$ cat config.mk
export PLATFORM = sky130hd
export DESIGN_NAME = slv_reset_sequencer
export DESIGN_NICKNAME = d
export VERILOG_FILES = /design/src/rtl/slv_pkg.sv /design/src/rtl/seq_phase_counter.sv /design/src/rtl/slv_reset_sequencer.sv
export SDC_FILE = /design/constraint.sdc
export NUM_CORES = 1
export LEC_CHECK = 0
export ABC_AREA = 0
export BUFFER_PORTS_ARGS = -buffer_cell sky130_fd_sc_hd__buf_2
export CORE_MARGIN = 2
export CORE_UTILIZATION = 40
export CTS_BUF_LIST = sky130_fd_sc_hd__clkbuf_2
export DETAILED_ROUTE_END_ITERATION = 7
export PLACE_DENSITY = 0.67
export SLEW_MARGIN = 20
export SYNTH_ARGS = -nofsm -noshare
export SYNTH_HDL_FRONTEND = slang
export SYNTH_SLANG_ARGS = --single-unit
$ cat constraint.sdc
create_clock -name clk_i -period 6.55 [get_ports clk_i]
set_input_delay 0 -clock clk_i [delete_from_list [all_inputs] [get_ports clk_i]]
set_output_delay 0 -clock clk_i [all_outputs]
set_load 0.01 [all_outputs]
$ cat src/rtl/slv_pkg.sv
// -----------------------------------------------------------------------------
// slv_pkg
// Shared types and constants for the slave guard / reset sequencer slice.
//   hs_cnt_t       : handshake counter type used by the read/write guards
//   guard_err_e    : guard error classification
//   seq_state_e    : reset sequencer FSM state encoding
//   RstCountWidth  : width of the completed-sequence counter (rst_count_o)
//   sat_inc_rst_cnt: saturating increment for the completed-sequence counter
// -----------------------------------------------------------------------------
package slv_pkg;

  // Guard-side types
  localparam int HsCntWidth = 16;
  typedef logic [HsCntWidth-1:0] hs_cnt_t;

  typedef enum logic [1:0] {
    GUARD_OK        = 2'd0,
    GUARD_TIMEOUT   = 2'd1,
    GUARD_PROTO_ERR = 2'd2
  } guard_err_e;

  // Reset sequencer types
  localparam int RstCountWidth = 8;
  typedef logic [RstCountWidth-1:0] rst_count_t;
  localparam rst_count_t RstCountMax = '1;

  typedef enum logic [2:0] {
    SEQ_IDLE      = 3'd0,
    SEQ_ISOLATE   = 3'd1,
    SEQ_RESET     = 3'd2,
    SEQ_SETTLE    = 3'd3,
    SEQ_CLEAR     = 3'd4,
    SEQ_WAIT_DROP = 3'd5
  } seq_state_e;

  // Increment that sticks at the all-ones value instead of wrapping.
  function automatic rst_count_t sat_inc_rst_cnt(input rst_count_t value);
    if (value == RstCountMax) begin
      return value;
    end
    return value + rst_count_t'(1);
  endfunction

endpackage

$ cat src/rtl/seq_phase_counter.sv
// -----------------------------------------------------------------------------
// seq_phase_counter
// Phase counter shared by all timed phases of the reset sequencer.
//   clk_i  : clock
//   rst_i  : asynchronous active-high reset (clears the count)
//   load_i : zero the count (has priority over en_i)
//   en_i   : advance the count by one
//   last_i : terminal value of the current phase
//   tc_o   : count currently equals last_i
// -----------------------------------------------------------------------------
module seq_phase_counter
  import slv_pkg::*;
#(
  parameter int Width = 16
) (
  input  logic             clk_i,
  input  logic             rst_i,
  input  logic             load_i,
  input  logic             en_i,
  input  logic [Width-1:0] last_i,
  output logic             tc_o
);

  logic [Width-1:0] count_reg;

  always_ff @(posedge clk_i or posedge rst_i) begin
    if (rst_i) begin
      count_reg <= '0;
    end else if (load_i) begin
      count_reg <= '0;
    end else if (en_i) begin
      count_reg <= count_reg + Width'(1);
    end
  end

  assign tc_o = (count_reg == last_i);

endmodule

$ cat src/rtl/slv_reset_sequencer.sv
// -----------------------------------------------------------------------------
// slv_reset_sequencer
// Isolates a monitored AXI slave, resets it, lets it settle, then pulses a
// clear to both guards and waits for their requests to drop.
//   clk_i          : clock
//   rst_i          : asynchronous active-high reset
//   wr_reset_req_i : sticky reset request from the write guard
//   rd_reset_req_i : sticky reset request from the read guard
//   isolate_ack_i  : isolation stage reports slave isolated and drained
//   isolate_o      : isolate the slave port (all states except IDLE)
//   slv_rst_o      : active-high reset to the slave (RESET state)
//   reset_clear_o  : one-cycle pulse to the guards (CLEAR state)
//   busy_o         : sequencer not idle
//   cause_o        : latched {rd,wr} request bits of the last sequence
//   iso_timeout_o  : sticky, isolation ack never arrived in time
//   rst_count_o    : saturating count of completed sequences
// -----------------------------------------------------------------------------
module slv_reset_sequencer
  import slv_pkg::*;
#(
  parameter int RstCycles    = 16,
  parameter int SettleCycles = 4,
  parameter int IsoTimeout   = 256,
  parameter int SeqCntWidth  = 16
) (
  input  logic                     clk_i,
  input  logic                     rst_i,
  input  logic                     wr_reset_req_i,
  input  logic                     rd_reset_req_i,
  input  logic                     isolate_ack_i,
  output logic                     isolate_o,
  output logic                     slv_rst_o,
  output logic                     reset_clear_o,
  output logic                     busy_o,
  output logic [1:0]               cause_o,
  output logic                     iso_timeout_o,
  output logic [RstCountWidth-1:0] rst_count_o
);

  // Every phase length must be non-zero and representable by the counter.
  if (SeqCntWidth < 1) begin : g_bad_width
    $error("slv_reset_sequencer: SeqCntWidth must be at least 1");
  end
  if (RstCycles < 1 || (RstCycles >> SeqCntWidth) != 0) begin : g_bad_rst
    $error("slv_reset_sequencer: RstCycles out of range for SeqCntWidth");
  end
  if (SettleCycles < 1 || (SettleCycles >> SeqCntWidth) != 0) begin : g_bad_settle
    $error("slv_reset_sequencer: SettleCycles out of range for SeqCntWidth");
  end
  if (IsoTimeout < 1 || (IsoTimeout >> SeqCntWidth) != 0) begin : g_bad_iso
    $error("slv_reset_sequencer: IsoTimeout out of range for SeqCntWidth");
  end

  // The counter starts at 0 on phase entry, so an N-cycle phase ends at N-1.
  localparam logic [SeqCntWidth-1:0] IsoLast    = SeqCntWidth'(IsoTimeout - 1);
  localparam logic [SeqCntWidth-1:0] RstLast    = SeqCntWidth'(RstCycles - 1);
  localparam logic [SeqCntWidth-1:0] SettleLast = SeqCntWidth'(SettleCycles - 1);

  seq_state_e state_reg, state_next;

  logic [1:0]             req_vec;
  logic                   any_req;
  logic                   iso_timeout_set;
  logic                   phase_load;
  logic                   phase_en;
  logic                   phase_tc;
  logic [SeqCntWidth-1:0] phase_last;

  logic                   isolate_reg;
  logic                   slv_rst_reg;
  logic                   reset_clear_reg;
  logic                   busy_reg;
  logic [1:0]             cause_reg, cause_next;
  logic                   iso_timeout_reg;
  rst_count_t             rst_count_reg, rst_count_next;

  assign req_vec = {rd_reset_req_i, wr_reset_req_i};
  assign any_req = |req_vec;

  // ---------------------------------------------------------------------------
  // Phase counter: zeroed on every state change, runs in the timed phases.
  // ---------------------------------------------------------------------------
  assign phase_load = (state_next != state_reg);
  assign phase_en   = (state_reg == SEQ_ISOLATE) || (state_reg == SEQ_RESET) ||
                      (state_reg == SEQ_SETTLE);

  always_comb begin
    phase_last = '0;
    case (state_reg)
      SEQ_ISOLATE: phase_last = IsoLast;
      SEQ_RESET:   phase_last = RstLast;
      SEQ_SETTLE:  phase_last = SettleLast;
      default:     phase_last = '0;
    endcase
  end

  seq_phase_counter #(
    .Width (SeqCntWidth)
  ) u_phase_counter (
    .clk_i  (clk_i),
    .rst_i  (rst_i),
    .load_i (phase_load),
    .en_i   (phase_en),
    .last_i (phase_last),
    .tc_o   (phase_tc)
  );

  // ---------------------------------------------------------------------------
  // Next-state logic
  // ---------------------------------------------------------------------------
  always_comb begin
    state_next      = state_reg;
    iso_timeout_set = 1'b0;
    case (state_reg)
      SEQ_IDLE: begin
        if (any_req) begin
          state_next = SEQ_ISOLATE;
        end
      end
      SEQ_ISOLATE: begin
        // Ack takes priority over a timeout landing in the same cycle.
        if (isolate_ack_i) begin
          state_next = SEQ_RESET;
        end else if (phase_tc) begin
          state_next      = SEQ_RESET;
          iso_timeout_set = 1'b1;
        end
      end
      SEQ_RESET: begin
        if (phase_tc) begin
          state_next = SEQ_SETTLE;
        end
      end
      SEQ_SETTLE: begin
        if (phase_tc) begin
          state_next = SEQ_CLEAR;
        end
      end
      SEQ_CLEAR: begin
        state_next = SEQ_WAIT_DROP;
      end
      SEQ_WAIT_DROP: begin
        if (!any_req) begin
          state_next = SEQ_IDLE;
        end
      end
      default: begin
        state_next = SEQ_IDLE;
      end
    endcase
  end

  // Cause bits: captured fresh on sequence start, accumulate only while
  // isolating, frozen from RESET onward.
  for (genvar gi = 0; gi < 2; gi++) begin : g_cause
    assign cause_next[gi] =
      (state_reg == SEQ_IDLE && state_next == SEQ_ISOLATE) ? req_vec[gi] :
      (state_reg == SEQ_ISOLATE) ? (cause_reg[gi] | req_vec[gi]) :
      cause_reg[gi];
  end

  assign rst_count_next = (state_reg == SEQ_WAIT_DROP && state_next == SEQ_IDLE) ?
                          sat_inc_rst_cnt(rst_count_reg) : rst_count_reg;

  // ---------------------------------------------------------------------------
  // State and output registers. Outputs are decoded from the next state so
  // they change on the same edge as the state itself.
  // ---------------------------------------------------------------------------
  always_ff @(posedge clk_i or posedge rst_i) begin
    if (rst_i) begin
      state_reg       <= SEQ_IDLE;
      isolate_reg     <= 1'b0;
      slv_rst_reg     <= 1'b0;
      reset_clear_reg <= 1'b0;
      busy_reg        <= 1'b0;
      cause_reg       <= 2'b00;
      iso_timeout_reg <= 1'b0;
      rst_count_reg   <= '0;
    end else begin
      state_reg       <= state_next;
      isolate_reg     <= (state_next != SEQ_IDLE);
      slv_rst_reg     <= (state_next == SEQ_RESET);
      reset_clear_reg <= (state_next == SEQ_CLEAR);
      busy_reg        <= (state_next != SEQ_IDLE);
      cause_reg       <= cause_next;
      iso_timeout_reg <= iso_timeout_reg | iso_timeout_set;
      rst_count_reg   <= rst_count_next;
    end
  end

  assign isolate_o     = isolate_reg;
  assign slv_rst_o     = slv_rst_reg;
  assign reset_clear_o = reset_clear_reg;
  assign busy_o        = busy_reg;
  assign cause_o       = cause_reg;
  assign iso_timeout_o = iso_timeout_reg;
  assign rst_count_o   = rst_count_reg;

endmodule

==> reports/results.txt, run 1 <==
cells after synthesis - 175
number of max-cap violations - 0
overall overflow remaining after global route - 0
final hold violation count - 0
worst-case hold slack - 0.2333 ns
combinational family with the most area after synthesis - simple AND/OR/NAND/NOR gates
number of core rows - 23
multi-input combinational cell area - 840.8 um2
Layout Skew - 0.01209 ns
area of the core region - 4086 um2
final setup vio count - 0
static leakage - 0.9443 nW
storage element area - 825.8 um2
Detail Route Antenna Nets - 0
maximum single-stage delay on the critical path - 0.61 ns
Largest register FFs - 16
mean post-synth cell area - 9.852 um2
slowest library cell on the worst path - dfrtp_1
compound-cell area share of the yosys netlist - 0.1023
CTS tree - built
first-pass GRT wire length - 5.789 mm
mux cell area share after synthesis - 0.006531
nature of the critical path endpoint - register
Root Buffer - clkbuf_2
total power density per cell area - 363.9 nW/um2
number of clock sinks - 33
CTS buffer count - 5
Tightest Pin Transition - 0.7246 ns
type of the worst setup path - register to register
final routed wire length divided by cell count - 13.09 um
DRC violations left - 0
adder and majority cell fraction of the synthesized area - 0.01451
startpoint class of the critical path - register
violation count after the first detailed-route iteration - 112
number of antenna violations at the first check in global routing - 0
deepest level of the CTS H-tree - 2
final design utilization - 0.4734
Antenna Cells - 0
RD Place Congestion - 0.8258
worst endpoint required time - 6.84 ns
post-CTS clock slew at the launch and capture registers of the worst setup and hold paths - 0.16 ns
sequential element share of the synthesized area - 0.4790
drt total wl - 3.298 mm
worst hold path class - input port to async pin
Port Buf Inserts - 19
total I/O pin count - 20
count of yosys warnings during synthesis - 0
Cell variety after synth - 42
number of iterations in the first detailed-routing pass - 4
Final Instance Area - 1934 um2
fin. max-slew vios - 0
Syn Nets - 182
area growth from synthesis to layout - 12.19%
number of setup buffers added after CTS - 0
Post-DP HPWL - 2.329 mm
DR vias/cell - 5.139
relative max-transition margin - 0.5132
post-route minimum period - 2.227 ns
leading cell types in the layout, fill and taps excluded - dfrtp_1 (33), nor2_1 (22), buf_2 (19)
area share of xor/xnor cells in the synthesized design - 0.1168
Seq cells post-synth - 33
die width - 69.66 um
worst setup timing slack at the placement stage - 4.339 ns
Worst-Skew Late Latency - 0.38 ns
maximum number of pins on one net before global-route repair - 34
GRT Overall Usage - 0.1499
unrepaired setup endpoints after global routing - no
maximum fanout along the worst path - 14
leading cell type in the layout, fill and taps excluded - dfrtp_1
cells along the critical path - nor3b_1, a211o_2, or4b_1, and3_1, and4_1
Initial Utilization - 0.4219
FMAX - 449.1 MHz
buffer depth of the longest clock path - 2
result of the run - finished, final reports clean
number of global-route vias before repair - 1198
Die Height - 69.66 um
Simple-Gate Fraction of Synth Area - 0.2475
number of filler instances in the final layout - 394
EDFF count, synth - 0
crit share post-route - 0.3399
Setup WS post-layout - 4.323 ns
number of vias after detailed routing - 1295
worst vdd ir - 0.1247 mV
cell area after placement - 1847 um2
fin nets - 208
post-route setup TNS - 0 ns
area enclosed by the die boundary - 4852 um2
layout cells sized above 1 - 0.1782
flip-flop cell with the highest count after synthesis - dfrtp_1
arrival time reported for the critical path endpoint - 2.52 ns
fraction of registers with async set or reset after synthesis - 1.000
Mapped Area - 1724 um2
critical path: cells and delay by family (launching register included):
kind             cells  cell delay (ns)
flip-flops           1             0.61
AO/OA/AOI/OAI        1             0.21
AND/OR/NAND/NOR      4             1.33
power breakdown:
| part | leakage (nW) | switching (mW) | internal, mW |
|---|---|---|---|
| Clock | 0.0278 | 0.0672 | 0.0233 |
| Combinational | 0.478 | 0.181 | 0.137 |
| Sequential | 0.439 | 0.0530 | 0.243 |
| Total | 0.944 | 0.301 | 0.403 |
layout make-up:
type | instances | area share
Sequential cell | 33 | 0.4269
Clock buffer | 5 | 0.01294
Timing Repair Buffer | 25 | 0.07891
Clock inverter | 3 | 0.006468
Inverter | 4 | 0.007762
Multi-Input combinational cell | 132 | 0.4347
Tap cell | 50 | 0.03234
synth_stat cells, drive strengths merged (2+ instances only):
cell type	instances	area, um2
xnor2	12	105.1
buf	4	27.52
a21o	4	30.03
nor4	2	12.51
nand3	11	55.05
o21bai	2	15.01
o21ai	8	40.04
a211o	2	18.77
xor2	11	96.34
nand4	6	37.54
and3	7	47.54
and4	4	35.03
inv	4	15.01
and2b	2	17.52
nand2	16	60.06
nor3	2	10.01
ha	2	25.02
nor2	22	82.58
or4	2	15.01
dfrtp	33	825.8
kinds of logic (layout without fill, tap and decap cells):
family | after synthesis | after routing
DFF | 33 | 33
AOI/OAI and AO/OA | 25 | 25
xor gates and xnor gates | 23 | 23
buffers and inverters | 10 | 37
muxes | 1 | 1
and+or+nand+nor | 81 | 81
adders and majority gates | 2 | 2
routing by layer:
metal | share of wire | wire length (um) | global-route usage | vias to the layer above
met5 | 0 | 0 | 0 | -
met3 | 0.036 | 119 | 0.05233 | 5
met4 | 0.016 | 52 | 0.05128 | 0
li1 | - | - | - | 666
met2 | 0.43 | 1409 | 0.2137 | 19
met1 | 0.52 | 1717 | 0.2116 | 605
path summary, 6_finish.rpt:
kind	end	from	cells past startpoint	slack, ns
min in group clk_i	cause_o[0]$_DFFE_PP0P_	wr_reset_req_i	4	0.40
min reg2reg	iso_timeout_o$_DFF_PP0_	iso_timeout_o$_DFF_PP0_	1	0.49
max reg2reg	slv_rst_o$_DFF_PP0_	state_reg[0]$_DFF_PP0_	5	4.32
min	state_reg[0]$_DFF_PP0_	rst_i	4	0.23
max	slv_rst_o$_DFF_PP0_	state_reg[0]$_DFF_PP0_	5	4.32
max in group asynchronous	u_phase_counter.count_reg[11]$_DFFE_PP0P_	rst_i	4	6.01
metrics by stage:
stage	instances	power (mW)
finish	252	0.7039
global route	252	0.7670
CTS	252	0.7122
detailed placement	239	0.6130
global placement	239	0.6086
floorplan	175	0.5471
timing repair:
item                      CTS  global route
hold endpoints to repair   38             0
resized for setup           0             0
hold buffers                5             0
Note: power is estimated with default switching activity, not from simulation.
==> inputs of run 2 (changes only) <==
- clock period: 6.55 -> 2.33 ns (I/O delays scaled with it)
==> run 2 against run 1 <==
Effect of this change:
- die area did not move
- sequential share of layout area fell by 2.1 points
- register-to-register slack got worse by 4.2 ns
- clock skew fell by 0.0068 ns
- cell area rose by 5.2%
- hold slack got worse by 0.011 ns
- via count rose by 4.2%
- critical endpoint unchanged
==> reports/results.txt, run 2 (synthesis results as in run 1) <==
Antenna Cells - 0 (unchanged)
unrepaired setup endpoints after global routing - no
Largest register FFs - 16 (unchanged)
leading cell type in the layout, fill and taps excluded - dfrtp_1
count of non-filler cells in the finished layout - 262 (+4.0%)
drt total wl - 3.564 mm (+8.1%)
total I/O pin count - 20 (unchanged)
worst setup timing slack at the placement stage - 0.1219 ns (-4.217 ns)
type of the worst setup path - register to register
RD Place Congestion - 0.8041 (-2.6%)
number of iterations in the first detailed-routing pass - 4 (unchanged)
Initial Utilization - 0.4219 (unchanged)
static leakage - 1.009 nW (+6.8%)
number of cells upsized or downsized after cts - 0 (unchanged)
worst vdd ir - 0.3835 mV (+210%)
final design utilization - 0.4982 (+0.02480)
number of max-cap violations - 0 (unchanged)
Tightest Pin Transition - 0.4942 ns (-0.2304 ns)
Port Buf Inserts - 19 (unchanged)
maximum fanout along the worst path - 5 (-9)
number of vias after detailed routing - 1349 (+4.2%)
Final Instance Area - 2036 um2 (+5.2%)
crit share post-route - 0.9501 (+0.6101)
number of clock sinks - 33 (unchanged)
post-route minimum period - 2.214 ns (-0.01295 ns)
power consumption - 2.218 mW (+220%)
CTS tree - built
post-CTS clock slew at the launch and capture registers of the worst setup and hold paths - 0.17 ns (about the same)
overall overflow remaining after global route - 0 (unchanged)
area of the core region - 4086 um2 (unchanged)
total power density per cell area - 1090 nW/um2 (+200%)
buffer depth of the longest clock path - 2 (unchanged)
area enclosed by the die boundary - 4852 um2 (unchanged)
Post-DP HPWL - 2.530 mm (+8.6%)
violation count after the first detailed-route iteration - 78 (-30%)
arrival time reported for the critical path endpoint - 2.51 ns (about the same)
Root Buffer - clkbuf_2
final routed wire length divided by cell count - 13.60 um (+3.9%)
DRC violations left - 0 (unchanged)
Setup WS post-layout - 0.1163 ns (-4.207 ns)
deepest level of the CTS H-tree - 2 (unchanged)
final setup vio count - 0 (unchanged)
first-pass GRT wire length - 6.285 mm (+8.6%)
cell area after placement - 1922 um2 (+4.1%)
die width - 69.66 um (unchanged)
Detail Route Antenna Nets - 0 (unchanged)
fin. max-slew vios - 0 (unchanged)
GRT Overall Usage - 0.1627 (+0.01284)
maximum number of pins on one net before global-route repair - 34 (unchanged)
relative max-transition margin - 0.6675 (+0.1543)
DR vias/cell - 5.149 (+0.19%)
worst hold path class - input port to async pin
Worst-Skew Late Latency - 0.38 ns (about the same)
number of antenna violations at the first check in global routing - 0 (unchanged)
post-route setup TNS - 0 ns (unchanged)
worst-case hold slack - 0.2225 ns (-0.01075 ns)
Die Height - 69.66 um (unchanged)
Layout Skew - 0.005300 ns (-0.006795 ns)
area growth from synthesis to layout - 18.07%
startpoint class of the critical path - register
fin nets - 218 (+4.8%)
result of the run - finished, final reports clean
number of global-route vias before repair - 1365 (+14%)
nature of the critical path endpoint - register
layout cells sized above 1 - 0.2217 (+0.04348)
CTS buffer count - 5 (unchanged)
worst endpoint required time - 2.62 ns (-4.22 ns)
placed cell count - 249 (+4.2%)
FMAX - 451.7 MHz (+0.58%)
leading cell types in the layout, fill and taps excluded - dfrtp_1 (33), nor2_1 (22), buf_2 (19)
final hold violation count - 0 (unchanged)
number of core rows - 23 (unchanged)
run 2: critical path: stages, from the launching register on:
cell	delay, ns
dfrtp_1	0.45
or4_1	0.55
a211o_1	0.32
or4b_1	0.49
and3_1	0.18
and4_1	0.14
run 2: worst paths after layout:
path                                                                from                                  endpoint  slack, ns  depth (start not counted)
worst max-delay path            u_phase_counter.count_reg[8]$_DFFE_PP0P_                       slv_rst_o$_DFF_PP0_       0.12                          5
worst min-delay path                                               rst_i  u_phase_counter.count_reg[5]$_DFFE_PP0P_       0.22                          4
worst max register to register  u_phase_counter.count_reg[8]$_DFFE_PP0P_                       slv_rst_o$_DFF_PP0_       0.12                          5
worst min register to register                   iso_timeout_o$_DFF_PP0_                   iso_timeout_o$_DFF_PP0_       0.50                          1
max in group asynchronous                                          rst_i  u_phase_counter.count_reg[7]$_DFFE_PP0P_       1.82                          4
min in group clk_i                                        rd_reset_req_i                    cause_o[1]$_DFFE_PP0P_       0.41                          4
run 2: report_power, final:
part	total [mW]	switching (mW)	internal, mW
Clock	0.378	0.195	0.183
Sequential	0.796	0.112	0.684
Combinational	1.04	0.578	0.467
run 2: layer usage:
metal	track usage	part of all wire	up-vias
met5	0	0	-
met4	0.07479	0.025	0
met3	0.03634	0.031	9
met2	0.2575	0.46	21
met1	0.2128	0.48	641
li1	-	-	678
run 2: what timing repair did:
item                                   in CTS  in global routing
hold buffers                                5                  0
endpoints found under the hold margin      38                  0
buffers inserted                            0                  0
run 2: cell type report:
| class | instances | area [um2] |
|---|---|---|
| Tap cell | 50 | 62.56 |
| Fill cell | 396 | 2051 |
| Multi-Input combinational cell | 132 | 840.8 |
| Clock buffer | 6 | 30.03 |
| Inverter | 4 | 15.01 |
| Clock inverter | 2 | 33.78 |
| Timing Repair Buffer | 35 | 227.7 |
| Sequential cell | 33 | 825.8 |
==> inputs of run 3 (changes only) <==
- CTS_CLUSTER_DIAMETER: not set -> 60
- PLACE_DENSITY: 0.67 -> 0.6
==> run 3 against run 2 <==
Effect of this change:
- first-iteration DRC count grew 1.3%
- cell count shrank 0.38%
- global-route usage shrank 0.43 points
- non-clock buffer count shrank 1
- setup slack gained 0.011 ns
- clock-buffer cell count grew 2
- critical path depth is the same
- critical path type unchanged
- highest routed layer unchanged
==> reports/results.txt, run 3 (synthesis results as in run 1) <==
number of clock sinks - 33 (unchanged)
post-CTS clock slew at the launch and capture registers of the worst setup and hold paths - 0.16 ns (about the same)
nature of the critical path endpoint - register
GRT Overall Usage - 0.1584 (-0.004339)
area growth from synthesis to layout - 16.26%
worst vdd ir - 0.3638 mV (-5.1%)
crit share post-route - 0.9455 (-0.004582)
power consumption - 2.128 mW (-4.1%)
reg2reg path depth - 5 (unchanged)
total power density per cell area - 1062 nW/um2 (-2.6%)
worst hold path class - input port to async pin
type of the worst setup path - register to register
CTS buffer count - 5 (unchanged)
overall overflow remaining after global route - 0 (unchanged)
DRC violations left - 0 (unchanged)
unrepaired setup endpoints after global routing - no
slowest library cell on the worst path - or4_1
RD Place Congestion - 0.8591 (+6.8%)
deepest level of the CTS H-tree - 2 (unchanged)
leading cell types in the layout, fill and taps excluded - dfrtp_1 (33), nor2_1 (22), buf_2 (19)
result of the run - finished, final reports clean
number of antenna violations at the first check in global routing - 0 (unchanged)
fin. max-slew vios - 0 (unchanged)
total I/O pin count - 20 (unchanged)
violation count after the first detailed-route iteration - 79 (+1.3%)
maximum number of pins on one net before global-route repair - 34 (unchanged)
worst endpoint required time - 2.62 ns (about the same)
first-pass GRT wire length - 6.065 mm (-3.5%)
final setup vio count - 0 (unchanged)
layout cells sized above 1 - 0.2227 (+0.001051)
met1 wire length - 1.709 mm (-0.29%)
final design utilization - 0.4905 (-0.007655)
leading cell type in the layout, fill and taps excluded - dfrtp_1
Met2 Routed Length - 1.543 mm (-6.4%)
Worst-Skew Late Latency - 0.38 ns (about the same)
drt total wl - 3.474 mm (-2.5%)
CTS tree - built
number of max-cap violations - 0 (unchanged)
number of global-route vias before repair - 1358 (-0.51%)
count of non-filler cells in the finished layout - 261 (-0.38%)
relative max-transition margin - 0.5374 (-0.1301)
cells along the critical path - or4_1, a211o_1, or4b_1, and3_1, and4_1
FMAX - 453.9 MHz (+0.48%)
r2r endpoint - slv_rst_o$_DFF_PP0_
Layout Skew - 0.008985 ns (+0.003685 ns)
static leakage - 0.9954 nW (-1.3%)
Die Height - 69.66 um (unchanged)
Detail Route Antenna Nets - 0 (unchanged)
Crit Reg-Reg Startpoint - u_phase_counter.count_reg[13]$_DFFE_PP0P_
internal reg-to-reg setup slack - 0.13 ns (about the same)
area of the core region - 4086 um2 (unchanged)
fin nets - 217 (-0.46%)
number of cells upsized or downsized after cts - 0 (unchanged)
die width - 69.66 um (unchanged)
routed length on met3 - 137 um (+25%)
Port Buf Inserts - 19 (unchanged)
DR vias/cell - 5.322 (+3.4%)
Root Buffer - clkbuf_2
Post-DP HPWL - 2.447 mm (-3.3%)
maximum fanout along the worst path - 4 (-1)
buffer depth of the longest clock path - 2 (unchanged)
maximum single-stage delay on the critical path - 0.51 ns (-0.04 ns)
Tightest Pin Transition - 0.6886 ns (+0.1944 ns)
final hold violation count - 0 (unchanged)
arrival time reported for the critical path endpoint - 2.49 ns (-0.02 ns)
Initial Utilization - 0.4219 (unchanged)
number of core rows - 23 (unchanged)
placed cell count - 247 (-0.80%)
final routed wire length divided by cell count - 13.31 um (-2.2%)
startpoint class of the critical path - register
Antenna Cells - 0 (unchanged)
number of vias after detailed routing - 1389 (+3.0%)
post-route setup TNS - 0 ns (unchanged)
number of iterations in the first detailed-routing pass - 4 (unchanged)
Largest register FFs - 16 (unchanged)
area enclosed by the die boundary - 4852 um2 (unchanged)
highest metal used - met4
post-route minimum period - 2.203 ns (-0.01068 ns)
## run 3: changes by cell type in the layout (fill, tap and decap cells not counted), sizes merged
cell    before  now
buf         30   29
bufinv       1    0
clkbuf       6    8
clkinv       1    0
## run 3: cell type report
cell class,count,area [um2]
multi-input combinational,132,840.8
inverter,4,15.01
fill,389,2082
timing repair buffer,34,220.2
clock buffer,8,40.04
sequential,33,825.8
tap,50,62.56
## run 3: worst max path at each step
| stage | start | endpoint | slack, ns | cells after the start |
|---|---|---|---|---|
| detailed placement | u_phase_counter.count_reg[8]$_DFFE_PP0P_ | slv_rst_o$_DFF_PP0_ | 0.13 | 5 |
| finish | u_phase_counter.count_reg[13]$_DFFE_PP0P_ | slv_rst_o$_DFF_PP0_ | 0.13 | 5 |
| floorplan | u_phase_counter.count_reg[8]$_DFFE_PP0P_ | slv_rst_o$_DFF_PP0_ | 0.22 | 5 |
| global placement | u_phase_counter.count_reg[8]$_DFFE_PP0P_ | slv_rst_o$_DFF_PP0_ | 0.15 | 5 |
| global route | u_phase_counter.count_reg[13]$_DFFE_PP0P_ | slv_rst_o$_DFF_PP0_ | 0.03 | 5 |
| CTS | u_phase_counter.count_reg[8]$_DFFE_PP0P_ | slv_rst_o$_DFF_PP0_ | 0.11 | 5 |
## run 3: what timing repair did
action / in CTS / in global routing
setup endpoints to repair: 0 / 1
buffers inserted: 0 / 1
hold endpoints to repair: 38 / 0
hold buffers: 5 / 0
## run 3: per-layer routing
metal / GRT usage / up-vias
met5: 0 / -
met4: 0.08333 / 0
met3: 0.03634 / 7
met2: 0.2500 / 34
met1: 0.2024 / 666
li1: - / 682
## run 3: power by group
part | internal (mW) | total, mW | switching [mW]
combinational | 0.479 | 1.04 | 0.564
clock | 0.0885 | 0.276 | 0.188
sequential | 0.684 | 0.808 | 0.125
total | 1.25 | 2.13 | 0.877
## run 3: stage by stage
stage          setup WS [ns]  hold slack (ns)  area, um2
5_1_grt              0.02960           0.2509       2004
3_3_place_gp          0.1523           0.1115       1907
6_report              0.1270           0.2226       2004
3_5_place_dp          0.1256           0.1123       1907
4_1_cts               0.1115           0.2136       1997
2_1_floorplan         0.2248           0.1184       1724
## run 3: worst max-delay path, delay by kind of cell (launching register included)
kind / cells / cell delay [ns]
simple gates: 4 / 1.34
compound gates: 1 / 0.33
flops: 1 / 0.45
